[src/rtl/mbist_march_engine_pkg.sv]
// mbist_pkg: shared definitions for the parametrised MBIST march engine.
//   - TESTTYPE encodings for the three supported algorithms
//   - FSM state enum
//   - march element tables (op list, data polarity, direction, element count)
// No ports; imported by the engine top.
package mbist_pkg;

    localparam logic [2:0] TT_MSCAN  = 3'd0;
    localparam logic [2:0] TT_CHKB   = 3'd1;
    localparam logic [2:0] TT_MARCHC = 3'd2;

    typedef enum logic [1:0] {
        S_IDLE,
        S_RUN,
        S_DRAIN,
        S_DONE
    } state_t;

    // One march element. twoOps means a second op is applied at the same
    // address before the address moves. rdN selects read-compare over write,
    // invN selects the inverted data background for that op.
    typedef struct packed {
        logic down;
        logic twoOps;
        logic rd0;
        logic inv0;
        logic rd1;
        logic inv1;
    } elem_t;

    // Number of elements in the selected algorithm.
    function automatic logic [2:0] elemCount(input logic [2:0] tt);
        return (tt == TT_MARCHC) ? 3'd6 : 3'd4;
    endfunction

    // Only the two middle March C- elements walk the address space downwards.
    function automatic logic elemDown(input logic [2:0] tt, input logic [2:0] idx);
        return (tt == TT_MARCHC) && ((idx == 3'd3) || (idx == 3'd4));
    endfunction

    // Element table lookup. Mscan and checkerboard share one table
    // (w, r, w~, r~); they differ only in the data background.
    function automatic elem_t elemLookup(input logic [2:0] tt, input logic [2:0] idx);
        elem_t e;
        e = '0;
        e.down = elemDown(tt, idx);
        if (tt == TT_MARCHC) begin
            case (idx)
                // (r0,w1)
                3'd1, 3'd3: begin
                    e.twoOps = 1'b1;
                    e.rd0    = 1'b1;
                    e.inv1   = 1'b1;
                end
                // (r1,w0)
                3'd2, 3'd4: begin
                    e.twoOps = 1'b1;
                    e.rd0    = 1'b1;
                    e.inv0   = 1'b1;
                end
                // final (r0)
                3'd5: e.rd0 = 1'b1;
                // (w0)
                default: e.rd0 = 1'b0;
            endcase
        end else begin
            e.rd0  = idx[0];
            e.inv0 = idx[1];
        end
        return e;
    endfunction

endpackage

[src/rtl/mbist_march_engine_if.sv]
// mbist_march_engine_if: bundles the test-access control, memory-side bus and
// result signals of the MBIST march engine.
//   MBISTEN, TESTTYPE         test-access control into the engine
//   ADDR_MBIST, DATA_MBIST,
//   iWrite, iRead, DATA_DUT   single-port SRAM access
//   DONE, RESULT, FAIL_ADDR,
//   FAIL_DATA, FAIL_CNT       test results
// master = engine side, slave = test-access / memory side.
interface mbist_march_engine_if #(
    parameter int DW = 8,
    parameter int AW = 8,
    parameter int CW = 8
);
    logic          MBISTEN;
    logic [2:0]    TESTTYPE;
    logic [AW-1:0] ADDR_MBIST;
    logic [DW-1:0] DATA_MBIST;
    logic          iWrite;
    logic          iRead;
    logic [DW-1:0] DATA_DUT;
    logic          DONE;
    logic          RESULT;
    logic [AW-1:0] FAIL_ADDR;
    logic [DW-1:0] FAIL_DATA;
    logic [CW-1:0] FAIL_CNT;

    modport master (
        input  MBISTEN, TESTTYPE, DATA_DUT,
        output ADDR_MBIST, DATA_MBIST, iWrite, iRead,
        output DONE, RESULT, FAIL_ADDR, FAIL_DATA, FAIL_CNT
    );

    modport slave (
        output MBISTEN, TESTTYPE, DATA_DUT,
        input  ADDR_MBIST, DATA_MBIST, iWrite, iRead,
        input  DONE, RESULT, FAIL_ADDR, FAIL_DATA, FAIL_CNT
    );
endinterface

[src/rtl/mbist_march_engine_cmp_pipe.sv]
// mbist_cmp_pipe: read-compare path of the MBIST engine.
//   clk, nReset   clock, synchronous active-low reset
//   clear_i       start of a new test: clears results
//   flush_i       abort: drops reads still in flight
//   rdValid_i     read strobe issued this cycle
//   expData_i     expected data of that read
//   addr_i        address of that read
//   dataDut_i     memory read data, valid RD_LAT cycles after the strobe
//   failAddr_o    address of the first miscompare
//   failData_o    first syndrome (read data xor expected)
//   failCnt_o     saturating miscompare count
module mbist_cmp_pipe #(
    parameter int DW     = 8,
    parameter int AW     = 8,
    parameter int RD_LAT = 1,
    parameter int CW     = 8
) (
    input  logic          clk,
    input  logic          nReset,
    input  logic          clear_i,
    input  logic          flush_i,
    input  logic          rdValid_i,
    input  logic [DW-1:0] expData_i,
    input  logic [AW-1:0] addr_i,
    input  logic [DW-1:0] dataDut_i,
    output logic [AW-1:0] failAddr_o,
    output logic [DW-1:0] failData_o,
    output logic [CW-1:0] failCnt_o
);

    logic          valid_q [RD_LAT];
    logic [DW-1:0] exp_q   [RD_LAT];
    logic [AW-1:0] addr_q  [RD_LAT];

    logic [AW-1:0] failAddr_q, failAddr_d;
    logic [DW-1:0] failData_q, failData_d;
    logic [CW-1:0] failCnt_q, failCnt_d;
    logic          firstSeen_q, firstSeen_d;

    logic [DW-1:0] syndrome;
    logic          miscompare;

    // Delay line: expected data and address travel alongside the read so
    // they line up with DATA_DUT. An abort wipes every valid bit at once.
    always_ff @(posedge clk) begin
        if (!nReset) begin
            for (int i = 0; i < RD_LAT; i++) begin
                valid_q[i] <= 1'b0;
                exp_q[i]   <= '0;
                addr_q[i]  <= '0;
            end
        end else begin
            valid_q[0] <= rdValid_i && !flush_i;
            exp_q[0]   <= expData_i;
            addr_q[0]  <= addr_i;
            for (int i = 1; i < RD_LAT; i++) begin
                valid_q[i] <= valid_q[i-1] && !flush_i;
                exp_q[i]   <= exp_q[i-1];
                addr_q[i]  <= addr_q[i-1];
            end
        end
    end

    assign syndrome   = dataDut_i ^ exp_q[RD_LAT-1];
    assign miscompare = valid_q[RD_LAT-1] && !flush_i && (syndrome != '0);

    // Result update: clear on start, otherwise count every miscompare
    // (saturating) and freeze address/syndrome of the first one.
    always_comb begin
        failAddr_d  = failAddr_q;
        failData_d  = failData_q;
        failCnt_d   = failCnt_q;
        firstSeen_d = firstSeen_q;
        if (clear_i) begin
            failAddr_d  = '0;
            failData_d  = '0;
            failCnt_d   = '0;
            firstSeen_d = 1'b0;
        end else if (miscompare) begin
            if (failCnt_q != '1) begin
                failCnt_d = failCnt_q + CW'(1);
            end
            if (!firstSeen_q) begin
                failAddr_d  = addr_q[RD_LAT-1];
                failData_d  = syndrome;
                firstSeen_d = 1'b1;
            end
        end
    end

    // Result registers.
    always_ff @(posedge clk) begin
        if (!nReset) begin
            failAddr_q  <= '0;
            failData_q  <= '0;
            failCnt_q   <= '0;
            firstSeen_q <= 1'b0;
        end else begin
            failAddr_q  <= failAddr_d;
            failData_q  <= failData_d;
            failCnt_q   <= failCnt_d;
            firstSeen_q <= firstSeen_d;
        end
    end

    assign failAddr_o = failAddr_q;
    assign failData_o = failData_q;
    assign failCnt_o  = failCnt_q;

endmodule

[src/rtl/mbist_march_engine.sv]
// mbist_march_engine: generates Mscan, checkerboard and March C- sequences
// for a single-port SRAM and reports pass/fail, first-fail address/syndrome
// and a saturating fail count.
//   CLK     clock, all logic on the rising edge
//   nRESET  synchronous active-low reset
//   bus     mbist_march_engine_if.master: MBISTEN/TESTTYPE control,
//           ADDR_MBIST/DATA_MBIST/iWrite/iRead/DATA_DUT memory access,
//           DONE/RESULT/FAIL_ADDR/FAIL_DATA/FAIL_CNT results
module mbist_march_engine
    import mbist_pkg::*;
#(
    parameter int DW     = 8,
    parameter int AW     = 8,
    parameter int DEPTH  = 256,
    parameter int RD_LAT = 1,
    parameter int CW     = 8
) (
    input logic                 CLK,
    input logic                 nRESET,
    mbist_march_engine_if.master bus
);

    localparam logic [AW-1:0] LAST_ADDR  = AW'(DEPTH - 1);
    localparam logic [AW-1:0] ADDR_ONE   = AW'(1);
    localparam logic [2:0]    DRAIN_LAST = 3'(RD_LAT - 1);
    localparam logic [DW-1:0] CHK_PAT    = DW'({(DW/2){2'b01}});

    state_t        state_q, state_d;
    logic [2:0]    tt_q, tt_d;
    logic [2:0]    elem_q, elem_d;
    logic          opSel_q, opSel_d;
    logic [AW-1:0] addr_q, addr_d;
    logic [2:0]    drain_q, drain_d;

    elem_t         cur;
    logic          opRead;
    logic          opInv;
    logic [DW-1:0] baseData;
    logic [DW-1:0] opData;
    logic          start;
    logic          running;
    logic [CW-1:0] failCnt;

    // Decode the current op from the element table. The checkerboard
    // background alternates with the address LSB.
    always_comb begin
        cur      = elemLookup(tt_q, elem_q);
        opRead   = opSel_q ? cur.rd1 : cur.rd0;
        opInv    = opSel_q ? cur.inv1 : cur.inv0;
        baseData = '0;
        if (tt_q == TT_CHKB) begin
            baseData = addr_q[0] ? ~CHK_PAT : CHK_PAT;
        end
        opData = baseData ^ {DW{opInv}};
    end

    // Next-state logic. MBISTEN low always returns to IDLE; TESTTYPE is
    // captured only on the IDLE exit edge. In RUN the second op of a
    // two-op element is issued before the address moves; at the end of
    // an element the address jumps to the start of the next one.
    always_comb begin
        state_d = state_q;
        tt_d    = tt_q;
        elem_d  = elem_q;
        opSel_d = opSel_q;
        addr_d  = addr_q;
        drain_d = drain_q;
        start   = 1'b0;
        if (!bus.MBISTEN) begin
            state_d = S_IDLE;
        end else begin
            case (state_q)
                S_IDLE: begin
                    tt_d    = bus.TESTTYPE;
                    elem_d  = '0;
                    opSel_d = 1'b0;
                    addr_d  = '0;
                    drain_d = '0;
                    if (bus.TESTTYPE <= TT_MARCHC) begin
                        state_d = S_RUN;
                        start   = 1'b1;
                    end else begin
                        state_d = S_DONE;
                    end
                end
                S_RUN: begin
                    if (cur.twoOps && !opSel_q) begin
                        opSel_d = 1'b1;
                    end else begin
                        opSel_d = 1'b0;
                        if (addr_q == (cur.down ? '0 : LAST_ADDR)) begin
                            if (elem_q == elemCount(tt_q) - 3'd1) begin
                                state_d = S_DRAIN;
                            end else begin
                                elem_d = elem_q + 3'd1;
                                addr_d = elemDown(tt_q, elem_q + 3'd1) ? LAST_ADDR : '0;
                            end
                        end else begin
                            addr_d = cur.down ? addr_q - ADDR_ONE : addr_q + ADDR_ONE;
                        end
                    end
                end
                S_DRAIN: begin
                    if (drain_q == DRAIN_LAST) begin
                        state_d = S_DONE;
                    end else begin
                        drain_d = drain_q + 3'd1;
                    end
                end
                default: begin
                    state_d = S_DONE;
                end
            endcase
        end
    end

    // FSM and sequencing registers.
    always_ff @(posedge CLK) begin
        if (!nRESET) begin
            state_q <= S_IDLE;
            tt_q    <= '0;
            elem_q  <= '0;
            opSel_q <= 1'b0;
            addr_q  <= '0;
            drain_q <= '0;
        end else begin
            state_q <= state_d;
            tt_q    <= tt_d;
            elem_q  <= elem_d;
            opSel_q <= opSel_d;
            addr_q  <= addr_d;
            drain_q <= drain_d;
        end
    end

    // Strobes are gated by MBISTEN so an abort silences the bus in the
    // same cycle it is requested, not one edge later.
    assign running        = (state_q == S_RUN) && bus.MBISTEN;
    assign bus.iRead      = running && opRead;
    assign bus.iWrite     = running && !opRead;
    assign bus.ADDR_MBIST = addr_q;
    assign bus.DATA_MBIST = running ? opData : '0;
    assign bus.DONE       = (state_q == S_DONE);
    assign bus.RESULT     = (state_q == S_DONE) && (tt_q <= TT_MARCHC) && (failCnt == '0);
    assign bus.FAIL_CNT   = failCnt;

    mbist_cmp_pipe #(
        .DW     (DW),
        .AW     (AW),
        .RD_LAT (RD_LAT),
        .CW     (CW)
    ) u_cmp (
        .clk        (CLK),
        .nReset     (nRESET),
        .clear_i    (start),
        .flush_i    (!bus.MBISTEN),
        .rdValid_i  (bus.iRead),
        .expData_i  (opData),
        .addr_i     (addr_q),
        .dataDut_i  (bus.DATA_DUT),
        .failAddr_o (bus.FAIL_ADDR),
        .failData_o (bus.FAIL_DATA),
        .failCnt_o  (failCnt)
    );

endmodule

[src/flat_wrapper.sv]
// flat-port wrapper written by rule: the top's interface ports become plain ports
module mbist_march_engine_flat import mbist_pkg::*;
#(
    parameter int DW     = 8,
    parameter int AW     = 8,
    parameter int DEPTH  = 256,
    parameter int RD_LAT = 1,
    parameter int CW     = 8
)
  (CLK, nRESET, bus_MBISTEN, bus_TESTTYPE, bus_DATA_DUT, bus_ADDR_MBIST, bus_DATA_MBIST, bus_iWrite, bus_iRead, bus_DONE, bus_RESULT, bus_FAIL_ADDR, bus_FAIL_DATA, bus_FAIL_CNT);
  mbist_march_engine_if #(.DW(DW), .AW(AW), .CW(CW)) bus_i ();
  input logic CLK;
  input logic nRESET;
  input wire logic [$bits(bus_i.MBISTEN)-1:0] bus_MBISTEN;
  input wire logic [$bits(bus_i.TESTTYPE)-1:0] bus_TESTTYPE;
  input wire logic [$bits(bus_i.DATA_DUT)-1:0] bus_DATA_DUT;
  output wire logic [$bits(bus_i.ADDR_MBIST)-1:0] bus_ADDR_MBIST;
  output wire logic [$bits(bus_i.DATA_MBIST)-1:0] bus_DATA_MBIST;
  output wire logic [$bits(bus_i.iWrite)-1:0] bus_iWrite;
  output wire logic [$bits(bus_i.iRead)-1:0] bus_iRead;
  output wire logic [$bits(bus_i.DONE)-1:0] bus_DONE;
  output wire logic [$bits(bus_i.RESULT)-1:0] bus_RESULT;
  output wire logic [$bits(bus_i.FAIL_ADDR)-1:0] bus_FAIL_ADDR;
  output wire logic [$bits(bus_i.FAIL_DATA)-1:0] bus_FAIL_DATA;
  output wire logic [$bits(bus_i.FAIL_CNT)-1:0] bus_FAIL_CNT;
  assign bus_i.MBISTEN = bus_MBISTEN;
  assign bus_i.TESTTYPE = bus_TESTTYPE;
  assign bus_i.DATA_DUT = bus_DATA_DUT;
  assign bus_ADDR_MBIST = bus_i.ADDR_MBIST;
  assign bus_DATA_MBIST = bus_i.DATA_MBIST;
  assign bus_iWrite = bus_i.iWrite;
  assign bus_iRead = bus_i.iRead;
  assign bus_DONE = bus_i.DONE;
  assign bus_RESULT = bus_i.RESULT;
  assign bus_FAIL_ADDR = bus_i.FAIL_ADDR;
  assign bus_FAIL_DATA = bus_i.FAIL_DATA;
  assign bus_FAIL_CNT = bus_i.FAIL_CNT;
  mbist_march_engine #(.DW(DW), .AW(AW), .DEPTH(DEPTH), .RD_LAT(RD_LAT), .CW(CW)) u_core (.CLK(CLK), .nRESET(nRESET), .bus(bus_i));
endmodule
[config.mk]
export PLATFORM = sky130hd
export DESIGN_NAME = mbist_march_engine_flat
export DESIGN_NICKNAME = d
export VERILOG_FILES = /design/src/rtl/mbist_march_engine_pkg.sv /design/src/rtl/mbist_march_engine_if.sv /design/src/rtl/mbist_march_engine_cmp_pipe.sv /design/src/rtl/mbist_march_engine.sv /design/src/flat_wrapper.sv
export SDC_FILE = /design/constraint.sdc
export NUM_CORES = 1
export LEC_CHECK = 0
export CAP_MARGIN = 20
export CORE_ASPECT_RATIO = 1.5
export CORE_UTILIZATION = 44
export CTS_CLUSTER_DIAMETER = 30
export DETAILED_ROUTE_END_ITERATION = 8
export PLACE_DENSITY = 0.69
export SYNTH_ARGS = -nofsm -noshare
export SYNTH_HDL_FRONTEND = slang
export SYNTH_SLANG_ARGS = --single-unit
export TNS_END_PERCENT = 5
[constraint.sdc]
create_clock -name CLK -period 3.1 [get_ports CLK]
set_input_delay 0.62 -clock CLK [delete_from_list [all_inputs] [get_ports CLK]]
set_output_delay 0.62 -clock CLK [all_outputs]
set_load 0.01 [all_outputs]
==> flow_summary.yaml, run 1 <==
placed_design:
  postPlaceCellArea_um2: 3710
  gp_congestion: 0.847
  hpwl_mm: 5.27
  io_buffer_count: 57
  placed_cells: 484
sta:
  hold_violations: 0
  timing.final.crit_share: 0.983
  fin_worst_skew_ps: 4.05
  final-setup-viol-count: 0
  finalSetupTns_ps: 0
  fin_hold_ws_ps: 441
  slew_violations: 0
  worstMarginPinSlew_ps: 581
  fmax_ghz: 0.328
  period_minus_slack_ps: 3050
  max_slew_margin: 0.602
  rsz0062_at_grt: "yes"
finish:
  fin_nets: 448
  fillers: 612
  multiInputGateArea_um2: 1730
  area_growth_pct: 27.7
  fin_cells: 493
  layout-drive-gt1-share: 0.0863
  register_area_um2: 1120
  antenna_cells: 0
  final_area_um2: 3850
critical_path:
  cp_data_required_time_ps: 2480
  cp-start-kind: "register"
  cp_max_fo: 7
  cp_data_arrival_time_ps: 2430
  cp-end-kind: "primary output"
  worst-setup-path-type: "reg2out"
routing:
  drc: 0
  wl_per_cell_um: 13.9
  dr_wl_met2_mm: 3.64
  routed-wl-met3_um: 193
  first_pass_iters: 4
  wirelength_mm: 6.86
  vias_per_cell: 5.51
  num_vias: 2718
  dr.max_layer_used: "met4"
  drt_iter0_markers: 123
  ant_nets: 0
  wl_met1_mm: 2.92
run_status:
  outcome: "finished, final reports clean"
clocking:
  clock_sinks: 56
  clockRootBuffer: "clkbuf_8"
  clk_latency_ps: 310
  clockBufferDepth: 2
  cts.clk_slew.worst_paths_ps: 100
  tritoncts: "built"
  h-tree-depth: 2
  ctsHoldBuffers: 0
  numCtsBuffers: 5
yosys:
  yosys-top-cells-area: "dfxtp_1 37%, ha_1 7.0%, a21oi_1 4.0%, nand2_1 3.9%, xnor2_1 3.2%"
  yosysTopAreaCell: "dfxtp_1"
  synth_top_area_share: 0.371
  yosysMostFrequentCell: "dfxtp_1"
  ys.flop_type: "dfxtp_1"
  syn_area_per_cell_um2: 8.45
  synth_cell_types: 50
  synth-edff-count: 0
  postSynthCellCount: 357
  syn_nets: 389
  yosysSeqAreaShare: 0.371
  synth_seq_cells: 56
  yosys_warnings: 0
  async_flop_share: 0
  netlist_area_um2: 3020
  synthTopCellsByCount: "56 x dfxtp_1, 31 x nand2_1, 24 x a21oi_1, 24 x nor2_1, 21 x inv_1"
die:
  num_rows: 36
  core_um2: 6580
  io_pins: 58
  start_util: 0.459
  die_x_um: 69.6
  die-height_um: 103
  die_area_um2: 7200
power:
  p_per_area_nw_per_um2: 330
  p_switching_w: 0.000321
  p_comb_frac: 0.091
  finalPower_w: 0.00127
  power_frac_clock: 0.328
  worst_ir_drop_vdd_v: 0.000201
  p_int_w: 0.000950
  switching_share: 0.253
  seqPwrFrac: 0.580
  leakage_nw: 1.49
global_route:
  grt_pass1_vias: 2483
  grt.overflow.total: 0
  grt_max_degree: 26
  grt_pass1_wl_mm: 11.2
  grt_use_total: 0.192
  antenna_found_initial: 0
job:
  drv_cap: 0
min_path:
  hold_class: "reg2reg"
-- state kept, by name, indices dropped and copies added (netlist names) --
signal and count:
u_core.u_cmp.failAddr_o 8, u_core.u_cmp.valid_q 1, u_core.state_q 2, u_core.bus.ADDR_MBIST 8, u_core.u_cmp.failCnt_o 8, u_core.drain_q 3, u_core.u_cmp.addr_q 8, u_core.opSel_q 1
u_core.elem_q 3, u_core.u_cmp.exp_q 2, u_core.tt_q 3, u_core.u_cmp.firstSeen_q 1, u_core.u_cmp.failData_o 8
-- stage by stage --
| stage | setup WS [ps] | utilization |
|---|---|---|
| after floorplan | 412 | - |
| after global placement | 223 | 0.565 |
| after detailed placement | 151 | 0.565 |
| after CTS | 12.2 | 0.581 |
| after global routing | -126 | 0.586 |
| final | 52.7 | 0.586 |
-- power by group through the flow --
stage | registers (W) | logic (W) | clock network (W)
2_1_floorplan | 0.000750 | 0.0000694 | 0
3_3_place_gp | 0.000754 | 0.000114 | 0
3_5_place_dp | 0.000755 | 0.000114 | 0
4_1_cts | 0.000738 | 0.000116 | 0.000430
5_1_grt | 0.000740 | 0.000127 | 0.000452
6_report | 0.000738 | 0.000116 | 0.000417
-- final timing paths --
check / from / cells after the start / end / slack, ps
max reg2reg: u_core.elem_q[0] / 11 / u_core.elem_q[2] / 310
min: u_core.u_cmp.addr_q[0][5] / 2 / u_core.u_cmp.failAddr_o[5] / 440
min reg2reg: u_core.u_cmp.addr_q[0][5] / 2 / u_core.u_cmp.failAddr_o[5] / 440
max: u_core.elem_q[0] / 8 / bus_DATA_MBIST[4] / 50
-- worst max-delay path, cell delays in order (launching register included) --
cell	delay, ps
dfxtp_2	380
ha_1	250
ha_1	210
nand2_1	70
o211ai_1	100
a21oi_2	200
xnor2_1	160
nor2b_4	210
clkdlybuf4s50_1	560
-- layout make-up --
cell class                 count  area share
clock inverter                 3     0.00715
clock buffer                   5      0.0179
multi-input combinational    257       0.449
sequential                    56       0.292
tap                           76      0.0247
inverter                      21      0.0205
timing repair buffer          75       0.189
-- repair_timing --
action                                  4_1_cts  5_1_grt
pin swaps                                     0        2
buffers inserted                              0        1
resized for setup                             5        7
endpoints found under the setup margin        8       11
-- metal layers --
metal,GRT usage,vias to the layer above
met5,0,-
met4,0.0723,0
met3,0.0281,9
met2,0.370,43
met1,0.214,1278
li1,-,1388
-- layout by cell type (no fill, tap or decap), types with 5 or more instances in the layout --
cell	n
ha_1	17
nor3_1	10
nand3_1	13
buf_4	17
a211oi_1	10
clkbuf_8	5
clkdlybuf4s50_1	53
o211ai_1	5
nor2_1	23
and3_1	6
a21oi_1	23
nand2_1	31
nor2b_1	7
dfxtp_1	54
inv_1	21
xnor2_1	11
o21ai_0	14
mux2i_1	9
o22ai_1	8
and2_1	5
-- logic make-up (layout without fill, tap and decap cells) --
group	after synthesis	after routing	synth area share
AOI/OAI and AO/OA	89	89	0.197
DFF	56	56	0.371
adders and majority gates	18	18	0.0771
and+or+nand+nor	126	126	0.218
muxes	9	9	0.0299
buffers and inverters	44	104	0.0622
xor gates and xnor gates	15	15	0.0435
Note: power is estimated with default switching activity, not from simulation.
==> run 2, diff against run 1 <==
CORE_ASPECT_RATIO = not set   (was 1.5)
==> run 2 against run 1 <==
The flow now finishes with violations (design-rule violations). Cell count is 0.81% lower. Critical path depth stayed put. Total power is 1.1% lower. First-iteration DRC count is 36% lower. Die area hardly changed. Sequential power hardly changed. Global-route usage is 0.13 points higher. Clock power is 3% lower. Critical endpoint is now bus_DATA_MBIST[5].
==> flow_summary.yaml, run 2 (synthesized netlist as in run 1, its figures left out) <==
power:
  leakage_nw: 1.41
  switching_share: 0.249
  p_switching_w: 0.000313
  p_comb_frac: 0.091
  power_frac_clock: 0.322
  seqPwrFrac: 0.587
  worst_ir_drop_vdd_v: 0.000224
  p_int_w: 0.000944
  p_per_area_nw_per_um2: 331
  finalPower_w: 0.00126
critical_path:
  cp_data_required_time_ps: 2480
  cp_max_fo: 7
  worst-setup-path-type: "reg2out"
  cp-end-kind: "primary output"
  cp-start-kind: "register"
  cp_data_arrival_time_ps: 2450
finish:
  area_growth_pct: 26.0
  mostFrequentLayoutCell: "clkdlybuf4s50_1"
  fillers: 585
  fin_util: 0.586
  antenna_cells: 0
  fin_nets: 443
  multiInputGateArea_um2: 1730
  register_area_um2: 1120
  layout-drive-gt1-share: 0.0777
  layout_common_cells: "55 x clkdlybuf4s50_1, 54 x dfxtp_1, 31 x nand2_1"
clocking:
  clk_latency_ps: 300
  clockBufferDepth: 2
  clock_sinks: 56
  numCtsBuffers: 5
  tritoncts: "built"
  cts.clk_slew.worst_paths_ps: 100
  clockRootBuffer: "clkbuf_8"
  h-tree-depth: 2
  ctsHoldBuffers: 0
routing:
  ant_nets: 0
  num_vias: 2652
  wirelength_mm: 6.80
  first_pass_iters: 7
  vias_per_cell: 5.42
  drc: 6
  drt_iter0_markers: 79
  wl_per_cell_um: 13.9
die:
  die-height_um: 84.8
  die_x_um: 84.8
  io_pins: 58
  die_area_um2: 7190
  start_util: 0.465
  core_um2: 6490
  num_rows: 29
global_route:
  grt_use_total: 0.194
  grt_max_degree: 26
  grt_pass1_wl_mm: 11.5
  grt.overflow.total: 0
  antenna_found_initial: 0
  grt_pass1_vias: 2474
sta:
  hold_violations: 0
  rsz0062_at_grt: "yes"
  period_minus_slack_ps: 3070
  fin_worst_skew_ps: 8.56
  worstMarginPinSlew_ps: 686
  max_slew_margin: 0.531
  slew_violations: 0
  fmax_ghz: 0.326
  timing.final.crit_share: 0.990
  final-setup-viol-count: 0
run_status:
  violations: "design-rule violations"
  outcome: "finished, violations left"
placed_design:
  io_buffer_count: 57
  gp_congestion: 0.945
  hpwl_mm: 5.21
job:
  drv_cap: 0
min_path:
  hold_class: "reg2reg"
run 2: layout make-up:
cell class,count,area share
Sequential cell,56,0.295
Tap cell,77,0.0253
Inverter,21,0.0207
Multi-Input combinational cell,257,0.456
Timing Repair Buffer,70,0.179
Clock buffer,5,0.0181
Clock inverter,3,0.00559
run 2: worst paths after layout:
kind,start,end,slack [ps],cells past startpoint
max reg2reg,u_core.elem_q[0],u_core.bus.ADDR_MBIST[3],250,10
min,u_core.u_cmp.addr_q[0][4],u_core.u_cmp.failAddr_o[4],440,2
min reg2reg,u_core.u_cmp.addr_q[0][4],u_core.u_cmp.failAddr_o[4],440,2
max,u_core.elem_q[0],bus_DATA_MBIST[5],30,8
run 2: timing repair:
item	4_1_cts	5_1_grt
buffers inserted	0	0
endpoints found under the setup margin	9	21
pin swaps	0	0
resized for setup	8	3
run 2: power by group through the flow:
stage | clock network, W | registers [W] | logic [W]
finish | 0.000405 | 0.000739 | 0.000114
floorplan | 0 | 0.000750 | 0.0000694
global placement | 0 | 0.000755 | 0.000113
detailed placement | 0 | 0.000755 | 0.000113
CTS | 0.000417 | 0.000739 | 0.000115
global route | 0.000441 | 0.000740 | 0.000124
run 2: per-stage QoR:
step                cell area [um^2]  hold slack (ps)  cells  TNS, ps  worst slack, ps
finish                          3800              442    489        0             31.5
global route                    3800              463    489     -656             -106
CTS                             3790              444    489    -6.30            -5.10
detailed placement              3690              428    481        0             51.2
global placement                3690              427    481        0              185
floorplan                       3020              417    357        0              412
run 2: per-layer routing:
layer	GRT usage	share of wire
met2	0.338	0.47
met3	0.0321	0.043
met4	0.0431	0.0056
met5	0	0
met1	0.252	0.48
run 2: critical path, cell delays in order, from the launching register on:
cell             delay (ps)
dfxtp_2                 370
ha_1                    240
ha_1                    200
nand2_1                  60
o211ai_1                100
a21oi_2                 190
xor2_1                  230
nor2b_4                 200
clkdlybuf4s50_1         540
==> run 3, diff against run 2 <==
DONT_BUFFER_PORTS = 1   (was not set)
PLACE_DENSITY = not set   (was 0.69)
==> run 3 against run 2 <==
The run still ends with design-rule violations left. Global-route usage shrank 0.25 points. Core utilization shrank 9.5 points. Cell count is 12% lower. Critical path depth stayed put. Wire length down 6.5%. Setup slack improved by 220 ps. Clock-buffer cell count stayed put. Via count down 8.1%. Clock power shrank 2%. Sequential share of layout area increased by 5.7 points. First-iteration DRC count is 37% higher. Combinational power decreased by 34%.
==> flow_summary.yaml, run 3 (synthesized netlist as in run 1, its figures left out) <==
sta:
  max_slew_margin: 0.435
  finalSetupTns_ps: 0
  period_minus_slack_ps: 2850
  rsz0062_at_grt: "no"
  hold_violations: 0
  fin_worst_skew_ps: 8.55
  worstMarginPinSlew_ps: 826
  final-setup-viol-count: 0
  timing.final.crit_share: 0.919
  slew_violations: 0
  fmax_ghz: 0.351
global_route:
  antenna_found_initial: 0
  grt_use_total: 0.191
  grt_pass1_wl_mm: 11.2
  grt_pass1_vias: 2319
  grt.overflow.total: 0
  grt_max_degree: 30
finish:
  fillers: 644
  area_growth_pct: 5.60
  fin_nets: 383
  layout-drive-gt1-share: 0.0767
  antenna_cells: 0
  mostFrequentLayoutCell: "dfxtp_1"
  final_area_um2: 3190
  layout_common_cells: "55 x dfxtp_1, 31 x nand2_1, 24 x a21oi_1"
power:
  p_per_area_nw_per_um2: 380
  worst_ir_drop_vdd_v: 0.000195
  leakage_nw: 1.17
critical_path:
  worst_path_max_delay_cell: "or3b_4"
  cpPeakStageDelay_ps: 450
  cp_data_required_time_ps: 3310
  rr_endpoint: "u_core.bus.ADDR_MBIST[6]"
  cp-end-kind: "register"
  rr_worst_depth: 8
  worst-setup-path-type: "reg2reg"
  critPathLaunch: "u_core.tt_q[2]"
  cp-start-kind: "register"
  cp_data_arrival_time_ps: 3060
  r2r_start: "u_core.tt_q[2]"
  crit_buf_inv: 0
  cp_top_family: "simple AND/OR/NAND/NOR gates"
  cp_max_fo: 10
  path_cells: "or3b_4 -> nor2_2 -> ha_2 -> and4_1 -> nand3_1 -> a21o_1 -> o2111ai_2 -> o32ai_1"
  r2r_slack_ps: 250
routing:
  wl_per_cell_um: 14.8
  num_vias: 2438
  ant_nets: 0
  drc: 5
  wirelength_mm: 6.35
  drt_iter0_markers: 108
  vias_per_cell: 5.68
  first_pass_iters: 6
placed_design:
  hpwl_mm: 4.78
  gp_congestion: 0.931
  postPlaceCellArea_um2: 3080
  io_buffer_count: 0
die:
  start_util: 0.465
  die_area_um2: 7190
  io_pins: 58
  num_rows: 29
  die-height_um: 84.8
  core_um2: 6490
  die_x_um: 84.8
min_path:
  hold_path_depth: 2
  hold_class: "reg2reg"
  min_from: "u_core.u_cmp.addr_q[0][5]"
  min_to: "u_core.u_cmp.failAddr_o[5]"
job:
  drv_cap: 0
clocking:
  tritoncts: "built"
  clockBufferDepth: 2
  clk_latency_ps: 300
  cts.clk_slew.worst_paths_ps: 100
  clock_sinks: 56
  numCtsBuffers: 5
  clockRootBuffer: "clkbuf_8"
  h-tree-depth: 2
  cts_setup_buffers: 0
  ctsHoldBuffers: 0
run_status:
  outcome: "finished, violations left"
  violations: "design-rule violations"
-- run 3: what timing repair did --
item                       CTS  global route
setup endpoints to repair    0            13
hold endpoints to repair     0             0
gates resized for setup      0             5
-- run 3: stage by stage --
step | cells | hold WS [ps] | total power [W] | utilization | setup slack [ps]
after floorplan | 357 | 417 | 0.000820 | - | 412
after CTS | 429 | 434 | 0.00123 | 0.488 | 42.7
after global placement | 421 | 424 | 0.000831 | 0.474 | 146
final | 429 | 431 | 0.00121 | 0.491 | 251
after detailed placement | 421 | 428 | 0.000831 | 0.474 | 55.4
after global routing | 429 | 432 | 0.00127 | 0.491 | 17.6
-- run 3: how the worst max path moves through the flow --
| stage | end | depth (start not counted) |
|---|---|---|
| floorplan | u_core.bus.ADDR_MBIST[6] | 8 |
| global placement | u_core.bus.ADDR_MBIST[7] | 8 |
| detailed placement | u_core.bus.ADDR_MBIST[6] | 9 |
| CTS | u_core.bus.ADDR_MBIST[6] | 9 |
| global route | u_core.bus.ADDR_MBIST[3] | 10 |
| finish | u_core.bus.ADDR_MBIST[6] | 8 |
-- run 3: layout make-up --
class,instances,area [um^2],area share
multi-input cells,257,1720,0.541
flip-flops and latches,56,1120,0.352
clock inverters,3,21.3,0.00667
repair buffers,10,75.1,0.0236
well taps,77,96.3,0.0302
inverters,21,78.8,0.0247
clock buffers,5,68.8,0.0216
-- run 3: per-layer routing --
layer,track usage,up-vias,wire [um],share of wire
met5,0,-,0,0
met4,0.0524,0,68,0.011
met3,0.0554,8,459,0.072
met2,0.312,53,2820,0.44
met1,0.248,1112,3010,0.47
li1,-,1265,-,-
-- run 3: worst min-delay path, stage by stage, from the launching register on --
cell     delay (ps)
dfxtp_1         310
nand2_1          50
a21oi_1          50
-- run 3: where the power goes --
part	switching [W]	leakage [nW]	internal (W)
sequential	0.0000128	0.453	0.000727
clock	0.000235	0.0445	0.000161
combinational	0.0000410	0.671	0.0000344
==> RTL edit 1, RTL diff (flow settings as in run 2) <==
`AW` is set to 8 in 4 places; all go to 7.
--- a/src/rtl/mbist_march_engine_if.sv
+++ b/src/rtl/mbist_march_engine_if.sv
@@ -10,3 +10,3 @@
     parameter int DW = 8,
-    parameter int AW = 8,
+    parameter int AW = 7,
     parameter int CW = 8
--- a/src/rtl/mbist_march_engine_cmp_pipe.sv
+++ b/src/rtl/mbist_march_engine_cmp_pipe.sv
@@ -13,3 +13,3 @@
     parameter int DW     = 8,
-    parameter int AW     = 8,
+    parameter int AW     = 7,
     parameter int RD_LAT = 1,
--- a/src/rtl/mbist_march_engine.sv
+++ b/src/rtl/mbist_march_engine.sv
@@ -12,3 +12,3 @@
     parameter int DW     = 8,
-    parameter int AW     = 8,
+    parameter int AW     = 7,
     parameter int DEPTH  = 256,
--- a/src/flat_wrapper.sv
+++ b/src/flat_wrapper.sv
@@ -4,3 +4,3 @@
     parameter int DW     = 8,
-    parameter int AW     = 8,
+    parameter int AW     = 7,
     parameter int DEPTH  = 256,
Ports: changed (resized bus_ADDR_MBIST and bus_FAIL_ADDR); port bits go from 58 to 56. The function was not compared with the original's and may differ.
==> RTL edit 1 against run 2 <==
- the run still ends with design-rule violations left
- worst setup slack gained 84 ps
- wire length fell by 1.8%
- sequential cell count is 3 lower
- total power is 3.6% lower
- area after synthesis shrank 1.1%
- hold slack better by 36 ps
- final area is 2.6% lower
- sequential share of layout area decreased by 0.81 points
- critical path type unchanged
- largest power group unchanged
==> RTL edit 1: results (changes against run 2) <==
Cells and area
  • Area share of buffers outside the clock network: 17.1% (was 17.9%)
  • ClkCell Share: 2.53% (was 2.37%)
  • Fraction of area in multi-input gates: 46.8% (was 45.6%)
  • Fraction of layout cells with a size suffix above 1: 10.5% (was 7.77%)
  • Seq cells: 53 (was 56)
  • Nets: 420 (was 443)
  • Final cell count without fillers: 468 (was 489)
  • Sequential share of cell area: 28.7% (was 29.5%)
  • Fillcell total: 602 (was 585)
  • Nonclk inv count: 22 (was 21)
  • #MultiIn Comb: 241 (was 257)
  • Buffers outside the clock class: 67 (was 70)

Logic synthesis
  • Synth Area in Compound Gates: 16.6% (was 19.7%)
  • Multiplexer share of the synthesized area: 6.92% (was 2.99%)
  • Synth top area cells: dfxtp_1 36%, ha_1 6.3%, mux2i_1 5.0% (was dfxtp_1 37%, ha_1 7.0%, a21oi_1 4.0%)
  • Synth top cells by count: 53 x dfxtp_1, 37 x nor2_1, 24 x nand2_1 (was 56 x dfxtp_1, 31 x nand2_1, 24 x a21oi_1, 24 x nor2_1, 21 x inv_1)
  • Post-Syn Area per Cell: 8.94 um2 (was 8.45 um2)
  • Syn Nets: 364 (was 389)
  • Cell variety after synth: 59 (was 50)
  • Post-Synth XOR/XNOR Area: 4.99% (was 4.35%)
  • Post-synthesis sequential area ratio: 35.5% (was 37.1%)

Power and ir drop
  • Clock Power Share: 33.7% (was 32.2%)
  • Int Power: 0.899 mW (was 0.944 mW)
  • Lkg Pwr: 1.40 nW (was 1.41 nW)
  • Net Sw Power: 0.313 mW (about the same)
  • P_seq: 0.694 mW (was 0.739 mW)
  • Peak VDD IR: 0.166 mV (was 0.224 mV)

GRT
  • GR Layer Usage met3: 3.93% (was 3.21%)
  • Tot GR Track Use: 20.1% (was 19.4%)
  • Vias in the first global route: 2409 (was 2474)
  • Largest net degree at the start of global routing: 24 (was 26)
  • GRT met2 Usage: 34.1% (was 33.8%)
  • GRT met1 Usage: 25.6% (was 25.2%)

STA
  • Clk_skew: 3.44 ps (was 8.56 ps)
  • Worst-Margin Slew: 1030 ps (was 686 ps)

Route
  • WL met1: 3180 um (was 3240 um)
  • Routed wl met3: 261 um (was 295 um)
  • Routed WL per cell: 14.3 um (was 13.9 um)
  • Wire length on met2: 3110 um (was 3230 um)
  • Via total after detailed routing: 2557 (was 2652)
  • DRC viols: 10 (was 6)

Placement
  • Dpl ws: 109 ps (was 51.2 ps)
  • Routability congestion estimate: 0.833 (was 0.945)
  • Dpl cell area: 0.00360 mm2 (was 0.00369 mm2)
  • Port buffer count: 55 (was 57)
  • DP HPWL: 5000 um (was 5210 um)
  • Placed cells: 459 (was 481)

Worst setup path
  • Worst path arrival time: 2360 ps (was 2450 ps)
  • R2r worst-path depth: 9 (was 10)

Status
  • Status: complete, but fails checks (unchanged)
  • Failing checks: design-rule violations (unchanged)

Clock network
  • Post_cts resized: 11 (was 8)
==> RTL edit 1: changes by cell type after synthesis, moves of 6 or more <==
cell      before  now
nor3_1        10    4
nor2b_1        9    2
nand4_1        2    9
nand2_1       31   24
clkbuf_1      14    6
nor2_1        24   37
mux2i_1        9   15
o21ai_0       14    3
==> RTL edit 1: cell families after synthesis <==
kind of cell | Yosys count
buffers and inverters | 40
AND/OR/NAND/NOR | 123
flip-flops | 53
multiplexers | 20
AO/OA/AOI/OAI | 65
adder cells (fa/ha/maj) | 16
XOR/XNOR | 17
==> RTL edit 1: worst paths after layout <==
kind                                end  slack [ps]                      start
max                          bus_iWrite         120           u_core.elem_q[0]
min          u_core.u_cmp.failAddr_o[0]         480  u_core.u_cmp.addr_q[0][0]
max reg2reg    u_core.bus.ADDR_MBIST[6]         140             u_core.tt_q[1]
min reg2reg  u_core.u_cmp.failAddr_o[0]         480  u_core.u_cmp.addr_q[0][0]
==> RTL edit 2, RTL diff (settings of run 2) <==
Without the edit above. Encoding of `state_t`: now one-hot (4 bits for 4 states).
--- a/src/rtl/mbist_march_engine_pkg.sv
+++ b/src/rtl/mbist_march_engine_pkg.sv
@@ -11,7 +11,7 @@
 
-    typedef enum logic [1:0] {
-        S_IDLE,
-        S_RUN,
-        S_DRAIN,
-        S_DONE
+    typedef enum logic [3:0] {
+        S_IDLE  = 4'b0001,
+        S_RUN   = 4'b0010,
+        S_DRAIN = 4'b0100,
+        S_DONE  = 4'b1000
     } state_t;
Function: same outputs for any inputs over 10 cycles, from zero or initial values and one cycle with nRESET low; not proved beyond that.
==> RTL edit 2 against run 2 <==
- final area rose by 6.0%
- total power increased by 31%
- clock power is 95% higher
- sequential cell count grew 2
- worst setup slack better by 81 ps
- area after synthesis is 0.87% higher
- wire length is 5.5% higher
- largest power group is now clock
==> RTL edit 2: results (changes against run 2) <==
GRT
  • GRT met1 Usage: 26.7% (was 25.2%)
  • Vias in the first global route: 2582 (was 2474)
  • Largest net degree at the start of global routing: 25 (was 26)
  • GR Layer Usage met3: 5.25% (was 3.21%)
  • GRT met2 Usage: 33.8% (about the same)
  • Tot GR Track Use: 20.6% (was 19.4%)
  • Global-route wire length before repair: 12000 um (was 11500 um)

Logic synthesis
  • Synth top area cells: dfxtp_1 38%, ha_1 7.0%, nor2_1 5.8% (was dfxtp_1 37%, ha_1 7.0%, a21oi_1 4.0%)
  • Post-Syn Area per Cell: 8.77 um2 (was 8.45 um2)
  • Post-Synth Adder-Cell Area: 7.64% (was 7.71%)
  • Synth top cells by count: 58 x dfxtp_1, 47 x nor2_1, 24 x nand2_1 (was 56 x dfxtp_1, 31 x nand2_1, 24 x a21oi_1, 24 x nor2_1, 21 x inv_1)
  • Post-Synth XOR/XNOR Area: 5.47% (was 4.35%)
  • Synth Area in Compound Gates: 16.6% (was 19.7%)
  • Syn Nets: 379 (was 389)
  • Cell variety after synth: 54 (was 50)
  • Post-synthesis sequential area ratio: 38.1% (was 37.1%)

Worst setup path
  • Worst path arrival time: 2370 ps (was 2450 ps)
  • Worst Setup SP: u_core.tt_q[1] (was u_core.elem_q[0])

Route
  • Drt via density: 5.40 (was 5.42)
  • Wire length on met2: 3370 um (was 3230 um)
  • 1st-pass router iterations: 4 (was 7)
  • WL met1: 3390 um (was 3240 um)
  • Via total after detailed routing: 2684 (was 2652)
  • Iter 0 DRT Violations: 87 (was 79)
  • Routed wl met3: 350 um (was 295 um)
  • Final WL: 7180 um (was 6800 um)

STA
  • Clk_skew: 13.9 ps (was 8.56 ps)
  • Slew HR: 35.3% (was 53.1%)

Power and ir drop
  • Peak VDD IR: 0.238 mV (was 0.224 mV)
  • Clk pwr: 0.790 mW (was 0.405 mW)
  • Comb pwr: 0.101 mW (was 0.114 mW)
  • Lkg Pwr: 1.61 nW (was 1.41 nW)
  • Pwr dens: 409 mW/mm2 (was 331 mW/mm2)

Cells and area
  • Register Area: 0.00117 mm2 (was 0.00112 mm2)
  • Multi-input logic area: 0.00175 mm2 (was 0.00173 mm2)
  • Fillcell total: 542 (was 585)
  • Nonclk inv count: 23 (was 21)
  • Buffers outside the clock class: 75 (was 70)
  • Fraction of layout cells with a size suffix above 1: 14.3% (was 7.77%)
  • Seq cells: 58 (was 56)
  • P&R area growth vs syn: 32.4% (was 26.0%)
  • Area share of buffers outside the clock network: 17.3% (was 17.9%)
  • ClkCell Share: 5.62% (was 2.37%)
  • Antenna diodes: 0 (unchanged)

Hold path
  • Hold wc startpoint: u_core.u_cmp.addr_q[0][7] (was u_core.u_cmp.addr_q[0][4])

Clock network
  • Worst-Skew Late Latency: 340 ps (was 300 ps)
  • Reg clk slew, reported paths: 70 ps (was 100 ps)
  • Post_cts resized: 14 (was 8)
  • H-tree levels: 3 (was 2)

Placement
  • DP HPWL: 5320 um (was 5210 um)
  • Dpl ws: -21.9 ps (was 51.2 ps)
  • Placed cells: 480 (was 481)
  • Routability congestion estimate: 0.916 (was 0.945)

Status
  • Status: complete, no violations (was complete, but fails checks)
RTL edit 2: cell count changes after synthesis, sizes merged, moves of 6 or more:
cell	change
a21oi	-9
mux2i	+6
nand2	-7
nor2	+23
nor2b	-7
nor3	-7
RTL edit 2: cells by family (layout without fill, tap and decap cells):
family | Yosys count | count (layout)
AND/OR/NAND/NOR | 123 | 123
flip-flops | 58 | 58
multiplexers | 16 | 16
XOR/XNOR | 19 | 19
adder cells (fa/ha/maj) | 18 | 18
buffers and inverters | 41 | 114
AO/OA/AOI/OAI | 72 | 72
RTL edit 2: path summary, 6_finish.rpt:
| kind | end | slack [ps] | cells after the start |
|---|---|---|---|
| max | bus_iWrite | 110 | 5 |
| min | u_core.u_cmp.failAddr_o[7] | 470 | 2 |
| max reg2reg | u_core.bus.ADDR_MBIST[0] | 160 | 10 |
| min reg2reg | u_core.u_cmp.failAddr_o[7] | 470 | 2 |
